**config.mk**
```make
export PLATFORM = sky130hd
export DESIGN_NAME = sram_like_arbiter_flat
export DESIGN_NICKNAME = d
export VERILOG_FILES = /design/src/rtl/sram_like_arbiter_if.sv /design/src/rtl/sram_like_arbiter.sv /design/src/flat_wrapper.sv
export SDC_FILE = /design/constraint.sdc
export NUM_CORES = 1
export LEC_CHECK = 0
export BUFFER_PORTS_ARGS = -buffer_cell sky130_fd_sc_hd__buf_2
export CAP_MARGIN = 0
export CELL_PAD_IN_SITES_DETAIL_PLACEMENT = 1
export CELL_PAD_IN_SITES_GLOBAL_PLACEMENT = 2
export CORE_ASPECT_RATIO = 1.4
export CORE_MARGIN = 3
export CORE_UTILIZATION = 11
export CTS_BUF_LIST = sky130_fd_sc_hd__clkbuf_2
export DETAILED_ROUTE_END_ITERATION = 10
export GPL_ROUTABILITY_DRIVEN = 0
export PLACE_DENSITY_LB_ADDON = 0.3
export SLEW_MARGIN = 20
export SYNTH_ARGS = -nofsm -noshare
export SYNTH_HDL_FRONTEND = slang
export SYNTH_SLANG_ARGS = --single-unit
```
**constraint.sdc**
```tcl
create_clock -name aclk -period 1.95 [get_ports aclk]
set_clock_uncertainty 0.05 [all_clocks]
set_input_delay 0.2925 -clock aclk [delete_from_list [all_inputs] [get_ports aclk]]
set_output_delay 0.2925 -clock aclk [all_outputs]
set_load 0.005 [all_outputs]
```
**src/rtl/sram_like_arbiter_if.sv**
```systemverilog
// sram_like_arbiter_if
//   Bundle for one sram-like channel: request fields flow master -> slave,
//   address/data acknowledgements and read data flow slave -> master.
//   master modport : drives req, wr, size, addr, wdata; receives rdata, addr_ok, data_ok
//   slave modport  : receives req, wr, size, addr, wdata; drives rdata, addr_ok, data_ok
interface sram_like_arbiter_if;
    logic        req;
    logic        wr;
    logic [1:0]  size;
    logic [31:0] addr;
    logic [31:0] wdata;
    logic [31:0] rdata;
    logic        addr_ok;
    logic        data_ok;

    modport master (
        output req, wr, size, addr, wdata,
        input  rdata, addr_ok, data_ok
    );

    modport slave (
        input  req, wr, size, addr, wdata,
        output rdata, addr_ok, data_ok
    );
endinterface

```
**src/rtl/sram_like_arbiter.sv**
```systemverilog
// sram_like_arbiter
//   Merges the instruction and data sram-like requesters of the core onto a
//   single sram-like master port, so the downstream bridge sees one in-order
//   request stream. Data has priority, but after MAX_DSTREAK consecutive data
//   grants with inst waiting, inst is forced through. Once a source is chosen
//   and not accepted in the same cycle, the grant is locked to it until its
//   address handshake. Accepted source IDs go into an in-order FIFO that routes
//   each m.data_ok back to the source that issued the request.
// Ports
//   aclk, areset : clock, asynchronous active-high reset
//   inst, data   : sram-like requester channels (slave side of this block)
//   m            : shared sram-like master channel towards the bridge
//   err_orphan   : sticky flag, m.data_ok arrived with no transaction outstanding
module sram_like_arbiter #(
    parameter int OUTSTANDING = 2,
    parameter int MAX_DSTREAK = 4
) (
    input  logic                  aclk,
    input  logic                  areset,
    sram_like_arbiter_if.slave    inst,
    sram_like_arbiter_if.slave    data,
    sram_like_arbiter_if.master   m,
    output logic                  err_orphan
);

    localparam int PTR_W = $clog2(OUTSTANDING);
    localparam int CNT_W = $clog2(OUTSTANDING) + 1;
    localparam int STK_W = $clog2(MAX_DSTREAK + 1);

    typedef enum logic [1:0] {
        ST_IDLE   = 2'd0,
        ST_LOCK_I = 2'd1,
        ST_LOCK_D = 2'd2
    } state_e;

    state_e                 state_r;
    state_e                 state_nxt_s;
    logic [OUTSTANDING-1:0] fifo_id_r;      // 0 = inst, 1 = data
    logic [PTR_W-1:0]       wr_ptr_r;
    logic [PTR_W-1:0]       rd_ptr_r;
    logic [CNT_W-1:0]       count_r;
    logic [STK_W-1:0]       streak_r;
    logic                   err_orphan_r;

    logic sel_inst_s;
    logic sel_data_s;
    logic fifo_full_s;
    logic handshake_s;
    logic pop_s;
    logic orphan_s;
    logic head_id_s;

    // Full is judged on the registered count only, so a same-cycle pop never frees a slot.
    assign fifo_full_s = (count_r == CNT_W'(OUTSTANDING));
    assign handshake_s = m.req & m.addr_ok;
    assign head_id_s   = fifo_id_r[rd_ptr_r];
    assign pop_s       = m.data_ok & (count_r != {CNT_W{1'b0}});
    assign orphan_s    = m.data_ok & (count_r == {CNT_W{1'b0}});
    assign err_orphan  = err_orphan_r;

    // FSM state register.
    always_ff @(posedge aclk or posedge areset) begin
        if (areset) begin
            state_r <= ST_IDLE;
        end else begin
            state_r <= state_nxt_s;
        end
    end

    // FSM next state: lock onto an unaccepted selection, release on handshake.
    always_comb begin
        state_nxt_s = state_r;
        case (state_r)
            ST_IDLE: begin
                if (handshake_s) begin
                    state_nxt_s = ST_IDLE;
                end else if (sel_inst_s) begin
                    state_nxt_s = ST_LOCK_I;
                end else if (sel_data_s) begin
                    state_nxt_s = ST_LOCK_D;
                end else begin
                    state_nxt_s = ST_IDLE;
                end
            end
            ST_LOCK_I, ST_LOCK_D: begin
                if (handshake_s) begin
                    state_nxt_s = ST_IDLE;
                end else begin
                    state_nxt_s = state_r;
                end
            end
            default: state_nxt_s = ST_IDLE;
        endcase
    end

    // FSM output: source selection (data first unless the streak limit forces inst).
    always_comb begin
        sel_inst_s = 1'b0;
        sel_data_s = 1'b0;
        case (state_r)
            ST_IDLE: begin
                if (data.req && !(inst.req && (streak_r == STK_W'(MAX_DSTREAK)))) begin
                    sel_data_s = 1'b1;
                end else if (inst.req) begin
                    sel_inst_s = 1'b1;
                end else begin
                    sel_inst_s = 1'b0;
                end
            end
            ST_LOCK_I: sel_inst_s = 1'b1;
            ST_LOCK_D: sel_data_s = 1'b1;
            default: begin
                sel_inst_s = 1'b0;
                sel_data_s = 1'b0;
            end
        endcase
    end

    // Request mux towards the master port and per-source acknowledgements.
    always_comb begin
        m.req         = 1'b0;
        m.wr          = 1'b0;
        m.size        = 2'd0;
        m.addr        = 32'd0;
        m.wdata       = 32'd0;
        if (sel_inst_s) begin
            m.req   = inst.req & ~fifo_full_s;
            m.wr    = inst.wr;
            m.size  = inst.size;
            m.addr  = inst.addr;
            m.wdata = inst.wdata;
        end else if (sel_data_s) begin
            m.req   = data.req & ~fifo_full_s;
            m.wr    = data.wr;
            m.size  = data.size;
            m.addr  = data.addr;
            m.wdata = data.wdata;
        end else begin
            m.req = 1'b0;
        end
        inst.addr_ok = sel_inst_s & handshake_s;
        data.addr_ok = sel_data_s & handshake_s;
        inst.data_ok = pop_s & ~head_id_s;
        data.data_ok = pop_s & head_id_s;
        inst.rdata   = m.rdata;
        data.rdata   = m.rdata;
    end

    // Source-ID FIFO: push on address handshake, pop on routed response.
    always_ff @(posedge aclk or posedge areset) begin
        if (areset) begin
            fifo_id_r <= {OUTSTANDING{1'b0}};
            wr_ptr_r  <= {PTR_W{1'b0}};
            rd_ptr_r  <= {PTR_W{1'b0}};
            count_r   <= {CNT_W{1'b0}};
        end else begin
            if (handshake_s) begin
                fifo_id_r[wr_ptr_r] <= sel_data_s;
                wr_ptr_r            <= wr_ptr_r + PTR_W'(1);
            end
            if (pop_s) begin
                rd_ptr_r <= rd_ptr_r + PTR_W'(1);
            end
            case ({handshake_s, pop_s})
                2'b10:   count_r <= count_r + CNT_W'(1);
                2'b01:   count_r <= count_r - CNT_W'(1);
                default: count_r <= count_r;
            endcase
        end
    end

    // Data-streak counter: counts data grants that overtook a waiting inst request.
    always_ff @(posedge aclk or posedge areset) begin
        if (areset) begin
            streak_r <= {STK_W{1'b0}};
        end else if (handshake_s) begin
            if (sel_data_s && inst.req) begin
                if (streak_r != STK_W'(MAX_DSTREAK)) begin
                    streak_r <= streak_r + STK_W'(1);
                end
            end else begin
                streak_r <= {STK_W{1'b0}};
            end
        end
    end

    // Sticky orphan-response flag.
    always_ff @(posedge aclk or posedge areset) begin
        if (areset) begin
            err_orphan_r <= 1'b0;
        end else if (orphan_s) begin
            err_orphan_r <= 1'b1;
        end
    end

endmodule

```
**src/flat_wrapper.sv**
```systemverilog
// flat-port wrapper written by rule: the top's interface ports become plain ports
module sram_like_arbiter_flat 
#(
    parameter int OUTSTANDING = 2,
    parameter int MAX_DSTREAK = 4
)
  (aclk, areset, err_orphan, inst_req, inst_wr, inst_size, inst_addr, inst_wdata, inst_rdata, inst_addr_ok, inst_data_ok, data_req, data_wr, data_size, data_addr, data_wdata, data_rdata, data_addr_ok, data_data_ok, m_req, m_wr, m_size, m_addr, m_wdata, m_rdata, m_addr_ok, m_data_ok);
  sram_like_arbiter_if inst_i ();
  sram_like_arbiter_if data_i ();
  sram_like_arbiter_if m_i ();
  input  logic aclk;
  input  logic areset;
  output logic err_orphan;
  input wire logic [$bits(inst_i.req)-1:0] inst_req;
  input wire logic [$bits(inst_i.wr)-1:0] inst_wr;
  input wire logic [$bits(inst_i.size)-1:0] inst_size;
  input wire logic [$bits(inst_i.addr)-1:0] inst_addr;
  input wire logic [$bits(inst_i.wdata)-1:0] inst_wdata;
  output wire logic [$bits(inst_i.rdata)-1:0] inst_rdata;
  output wire logic [$bits(inst_i.addr_ok)-1:0] inst_addr_ok;
  output wire logic [$bits(inst_i.data_ok)-1:0] inst_data_ok;
  input wire logic [$bits(data_i.req)-1:0] data_req;
  input wire logic [$bits(data_i.wr)-1:0] data_wr;
  input wire logic [$bits(data_i.size)-1:0] data_size;
  input wire logic [$bits(data_i.addr)-1:0] data_addr;
  input wire logic [$bits(data_i.wdata)-1:0] data_wdata;
  output wire logic [$bits(data_i.rdata)-1:0] data_rdata;
  output wire logic [$bits(data_i.addr_ok)-1:0] data_addr_ok;
  output wire logic [$bits(data_i.data_ok)-1:0] data_data_ok;
  output wire logic [$bits(m_i.req)-1:0] m_req;
  output wire logic [$bits(m_i.wr)-1:0] m_wr;
  output wire logic [$bits(m_i.size)-1:0] m_size;
  output wire logic [$bits(m_i.addr)-1:0] m_addr;
  output wire logic [$bits(m_i.wdata)-1:0] m_wdata;
  input wire logic [$bits(m_i.rdata)-1:0] m_rdata;
  input wire logic [$bits(m_i.addr_ok)-1:0] m_addr_ok;
  input wire logic [$bits(m_i.data_ok)-1:0] m_data_ok;
  assign inst_i.req = inst_req;
  assign inst_i.wr = inst_wr;
  assign inst_i.size = inst_size;
  assign inst_i.addr = inst_addr;
  assign inst_i.wdata = inst_wdata;
  assign inst_rdata = inst_i.rdata;
  assign inst_addr_ok = inst_i.addr_ok;
  assign inst_data_ok = inst_i.data_ok;
  assign data_i.req = data_req;
  assign data_i.wr = data_wr;
  assign data_i.size = data_size;
  assign data_i.addr = data_addr;
  assign data_i.wdata = data_wdata;
  assign data_rdata = data_i.rdata;
  assign data_addr_ok = data_i.addr_ok;
  assign data_data_ok = data_i.data_ok;
  assign m_req = m_i.req;
  assign m_wr = m_i.wr;
  assign m_size = m_i.size;
  assign m_addr = m_i.addr;
  assign m_wdata = m_i.wdata;
  assign m_i.rdata = m_rdata;
  assign m_i.addr_ok = m_addr_ok;
  assign m_i.data_ok = m_data_ok;
  sram_like_arbiter #(.OUTSTANDING(OUTSTANDING), .MAX_DSTREAK(MAX_DSTREAK)) u_core (.aclk(aclk), .areset(areset), .inst(inst_i), .data(data_i), .m(m_i), .err_orphan(err_orphan));
endmodule
```
After elaboration in Yosys (flattened, before gate mapping)
Index checks and enable logic that the tools add are counted.
{ "totals": {"register_bits": 12} }
{ "op_classes": {"n_addsub": 5, "n_bitwise": 11, "n_eq_ne": 9, "reduce_logical": 11, "n_lt_le_gt_ge": 3, "muxes": 28} }
{ "op_table": {"columns": ["operator", "n"], "rows": [
  ["32-bit two-way mux", 4],
  ["2-bit two-way mux", 6],
  ["1-bit two-way mux", 10],
  ["1-bit AND", 9],
  ["2-bit case mux with 2 select lines", 2],
  ["2-bit == test, second input constant", 3],
  ["3-bit two-way mux", 2],
  ["2-bit by 1-bit == test with 1-bit output, second input constant", 2],
  ["1-bit logical AND", 4],
  ["2-bit zero test", 2],
  ["1-bit by 2-bit < comparator with 1-bit output, second input constant", 2],
  ["1-bit case mux with 2 select lines", 2],
  ["2-bit nonzero test", 2],
  ["3-bit by 1-bit adder with 3-bit output, second input constant", 1],
  ["3-bit == test, second input constant", 1],
  ["3-bit != test, second input constant", 1],
  ["1-bit adder, second input constant", 2],
  ["2-bit by 1-bit adder with 2-bit output, second input constant", 1],
  ["2-bit bitwise mux", 1],
  ["2-bit by 1-bit != test with 1-bit output, second input constant", 1],
  ["2-bit != test, second input constant", 1],
  ["1-bit NOT", 2],
  ["2-bit AND reduction", 1],
  ["2-bit OR reduction", 1],
  ["4 further kinds", 4]
]} }

Longest topological paths before layout
{ "depth": {"word_depth": 11, "ltp_mapped": 10} }

Least setup slack after synthesis
No wires, ideal clock.
{ "synth_path": {"path_type": "register to register", "from": "register u_core.state_r[1]", "to": "register u_core.count_r[1]", "stages_incl_launch_ff": 10, "t_required_ps": 1821, "setup_slack_ps": 11, "t_arrival_ps": 1810, "setup_time_ps": 79, "path_buffers": 1, "cell_sequence": "dfrtp_1 inv_1 ha_1 and2b_1 o2111a_1 buf_4 inv_1 ha_1 nor2_1 xor2_1"} }
{ "synth_between": {"elab_chain_cells": 7, "word_cells_on_any_way": 12, "classes_between": "eq/ne: 4; mux: 5; bitwise: 1; reduce/logical: 2"} }
{ "synth_rtl": {"columns": ["element", "line_no", "text"], "rows": [
  ["start: declaration", "sram_like_arbiter.sv:36", "state_e state_r;"],
  ["start signal: assignment", "sram_like_arbiter.sv:66", "state_r <= state_nxt_s;"],
  ["2-bit == test / 2-bit zero test (equally long branches)", "sram_like_arbiter.sv:100", "case (state_r)"],
  ["1-bit case mux with 2 select lines", "sram_like_arbiter.sv:100", null],
  ["1-bit two-way mux", "sram_like_arbiter.sv:132", "end else if (sel_data_s) begin"],
  ["1-bit two-way mux (*)", "sram_like_arbiter.sv:126", "if (sel_inst_s) begin"],
  ["1-bit AND (*)", "sram_like_arbiter.sv:55", "assign handshake_s = m.req & m.addr_ok;"],
  ["2-bit by 1-bit == test with 1-bit output / 2-bit == test (equally long branches)", "sram_like_arbiter.sv:164", "case ({handshake_s, pop_s})"],
  ["2-bit case mux with 2 select lines / 2-bit nonzero test (equally long branches)", null, null],
  ["end signal: assignment", "sram_like_arbiter.sv:165", "2'b10: count_r <= count_r + CNT_W'(1);"],
  ["end signal: assignment", "sram_like_arbiter.sv:166", "2'b01: count_r <= count_r - CNT_W'(1);"],
  ["end signal: assignment", "sram_like_arbiter.sv:167", "default: count_r <= count_r;"],
  ["end: declaration", "sram_like_arbiter.sv:41", "logic [CNT_W-1:0] count_r;"]
]} }
Every way passes the cells marked *; elsewhere a longest branch is shown, timed or not.
A chain may end at the register's enable or synchronous reset.

Worst setup path in the final report
{ "layout_path": {"from": "register u_core.state_r[1]", "to": "output port m_addr[2]"} }
{ "layout_between": {"elab_chain_cells": 4, "word_cells_on_any_way": 7, "classes_between": "eq/ne: 2; mux: 4; reduce/logical: 1"} }
{ "layout_rtl": {"columns": ["element", "line_no", "text"], "rows": [
  ["2-bit == test / 2-bit zero test (equally long branches)", "sram_like_arbiter.sv:100", null],
  ["1-bit case mux with 2 select lines", "sram_like_arbiter.sv:100", null],
  ["32-bit two-way mux", "sram_like_arbiter.sv:132", null],
  ["32-bit two-way mux (*)", "sram_like_arbiter.sv:126", null],
  ["end: declaration", "flat_wrapper.sv:33", "output wire logic [$bits(m_i.addr)-1:0] m_addr;"]
]} }
Marked as above.

==> metrics.md <==
| Metric | Value |
|---|---|
| Crit path max fanout | 14 |
| Unique masters post-synth | 36 |
| Initial core utilization | 11.3% |
| Filler Cells Inserted | 2061 |
| Combinational group share of total power | 88.3% |
| CTS Buf Count | 3 |
| IO Pins | 309 |
| Worst-Margin Slew | 0.557 ns |
| Final hold violations | 0 |
| Total global-route track usage | 11.8% |
| Min Hold Slack | 0.197 ns |
| Ys Warns | 0 |
| Clock slew at reported path FFs | 0.14 ns |
| Cell Area, Placed | 2900 um^2 |
| Crit start category | register |
| Syn avg cell area | 8.62 um^2 |
| Total Wirelength | 12400 um |
| Core box area | 17000 um^2 |
| Worst setup path class | reg2out |
| Peak VDD IR | 513 uV |
| Die X | 118 um |
| Crit share post-route | 120% |
| Synth Flop Type | dfrtp_1 |
| Drt via density | 3.78 |
| Die Ht | 163 um |
| Final Cell Area | 3380 um^2 |
| Number of global-route vias before repair | 2633 |
| Async S/R FF share, synth | 100% |
| Power Internal | 2.86 mW |
| RSZ-0062 raised after global routing | yes |
| Layout cell share with drive strength beyond 1 | 72.3% |
| FP Rows | 56 |
| Post-Synthesis Net Count | 402 |
| Area growth syn-to-layout | 74.9% |
| Final worst slack | -0.397 ns |
| Status | finished with violations |
| Drt first pass iters | 4 |
| Final setup violation count | 73 |
| Core Util, Final | 19.8% |
| Post-layout minimum cycle time | 2.35 ns |
| CP max stage cell | dfrtp_1 |
| CTS tree | done |
| Largest net degree at the start of global routing | 29 |
| PD cells | 1520 nW/um^2 |
| Leak | 1.80 nW |
| Failing checks | setup timing |
| Post-synth EDFFs | 0 |
| Switching power share of the total | 44.1% |
| Min-delay worst type | in2reg |
| CTS max path bufs | 2 |
| Slew Limit Headroom | 62.8% |
| CTS sink count | 12 |
| Routed via count | 2384 |
| Clk_lat worst skew | 0.27 ns |
| R2r worst-path depth | 12 |
| Syn Std Cell Area | 1930 um^2 |
| Hold-critical path depth | 2 |
| Pre-CTS WS | -0.262 ns |
| Remaining antenna violation count after routing | 0 |
| Critical Path AT | 2.00 ns |
| Sw Pwr | 2.26 mW |
| Sequential share of the synthesized area | 15.5% |
| Crit path capture type | output port |
| Initial antenna violation count | 4 |
| Routed WL per cell | 19.7 um |
| GRT overflow | 0 |
| Drt drc | 0 |
| Post-Syn Instances | 224 |
| Fin nets | 577 |
| Fmax | 426 MHz |
| Reg power frac | 9.2% |
| DR iter-0 viols | 72 |
| DPL Wire Length | 10900 um |
| Slowest stage delay, CP | 0.42 ns |
| Yosys reg bits | 12 |
| Slew Limit Fails | 0 |
| Cell chain of the critical path | inv_2, ha_4, and2b_2, a21oi_4, buf_6, buf_12, a22o_1, buf_2 |
| Max-Cap Viols | 0 |
| H-tree levels | 1 |
| Die ar. | 19200 um^2 |
| Critical path required time | 1.61 ns |
| First-pass GRT wire length | 17200 um |
| Number of port buffers | 212 |
| CTS root buffer | clkbuf_2 |
| Part of the power in the clock network | 2.6% |
through the flow:
step / setup TNS, ns / instances / power (mW)
3_3_place_gp: -11.14 / 611 / 4.06
3_5_place_dp: -11.74 / 611 / 4.12
2_1_floorplan: 0 / 224 / 2.48
5_1_grt: -33.25 / 630 / 5.55
6_report: -25.66 / 631 / 5.12
4_1_cts: -26.53 / 626 / 4.83
placed cells by master (no fill, tap or decap), types with 2 or more instances in the layout:
cell type and n:
buf_6 18, buf_12 6, nor2_4 2, a22o_4 9, inv_1 6, clkbuf_2 3, a31oi_1 2, nand2_1 4
xnor2_1 3, nor2_1 2, diode_2 2, a21oi_1 5, a22o_1 59, nand3b_1 2, dfrtp_1 12, buf_4 22
a21oi_2 4, buf_2 203, inv_2 4, ha_4 4
power groups by stage:
stage	sequential (mW)	combinational, mW	clock (mW)
global placement	0.452	3.61	0
global route	0.485	4.92	0.147
detailed placement	0.452	3.67	0
floorplan	0.434	2.05	0
CTS	0.458	4.23	0.140
finish	0.469	4.52	0.132
final timing paths:
check | startpoint | to | slack [ns]
min | m_data_ok | u_core.err_orphan$_DFFE_PP0P_ | 0.20
max reg2reg | u_core.state_r[0]$_DFFE_PP0P_ | u_core.count_r[1]$_DFFE_PP0P_ | -0.25
min reg2reg | u_core.err_orphan$_DFFE_PP0P_ | u_core.err_orphan$_DFFE_PP0P_ | 0.43
min in group asynchronous | areset | u_core.state_r[1]$_DFFE_PP0P_ | 0.55
max in group asynchronous | areset | u_core.streak_r[2]$_DFFE_PP0P_ | 0.92
max | u_core.state_r[1]$_DFFE_PP0P_ | m_addr[2] | -0.40
worst max-delay path, delay by kind of cell (launching register included):
kind	cells	cell delay, ns
buf+inv	4	0.53
flops	1	0.42
compound gates	2	0.40
simple gates	1	0.24
fa+ha+maj	1	0.14
registers in the layout, indices dropped and copies added (netlist names):
name / flops
u_core.fifo_id_r: 2
u_core.state_r: 2
u_core.rd_ptr_r: 1
u_core.count_r: 2
u_core.err_orphan: 1
u_core.wr_ptr_r: 1
u_core.streak_r: 3
cell families (layout without fill, tap and decap cells):
logic type	Yosys count	count (layout)	synth area share [%]
AO/OA/AOI/OAI	89	89	39.1
XOR/XNOR	5	5	2.27
adder cells (fa/ha/maj)	6	6	3.89
buffers and inverters	90	263	32.2
flip-flops	12	12	15.5
multiplexers	2	2	1.10
other	0	2	0
AND/OR/NAND/NOR	20	20	5.96
layer usage:
metal / up-vias / track usage (%) / part of all wire [%]
li1: 1118 / - / -
met1: 1109 / 13.2 / 38
met2: 137 / 21.7 / 50
met3: 16 / 4.38 / 9.6
met4: 4 / 1.97 / 1.4
met5: - / 0 / 0.22
synth_stat cells, drive strengths merged, types with 2 or more instances:
cell | instances | area, um^2
o21ai | 2 | 10.0
a21oi | 10 | 61.3
nand2 | 4 | 15.0
a22o | 68 | 596
nand3 | 2 | 15.0
dfrtp | 12 | 300
nand3b | 2 | 15.0
buf | 76 | 569
inv | 10 | 37.5
a31oi | 3 | 33.8
clkbuf | 4 | 15.0
ha | 6 | 75.1
nor2 | 5 | 21.3
xnor2 | 4 | 35.0
area by class of cell:
type | instances | area (um^2) | share of cell area [%]
Tap cell | 232 | 290 | 8.59
Timing Repair Buffer | 250 | 1510 | 44.8
Sequential cell | 12 | 300 | 8.89
Clock buffer | 3 | 15.0 | 0.444
Inverter | 10 | 37.5 | 1.11
Antenna cell | 2 | 5.00 | 0.148
Multi-Input combinational cell | 122 | 1220 | 36.0
timing repair:
| action | in CTS | in global routing |
|---|---|---|
| resized for setup | 46 | 29 |
| hold endpoints to repair | 6 | 0 |
| setup endpoints to repair | 73 | 79 |
| buffers inserted | 15 | 6 |
| hold buffers | 1 | 0 |
| pin swaps | 6 | 9 |
Note: power is estimated with default switching activity, not from simulation.
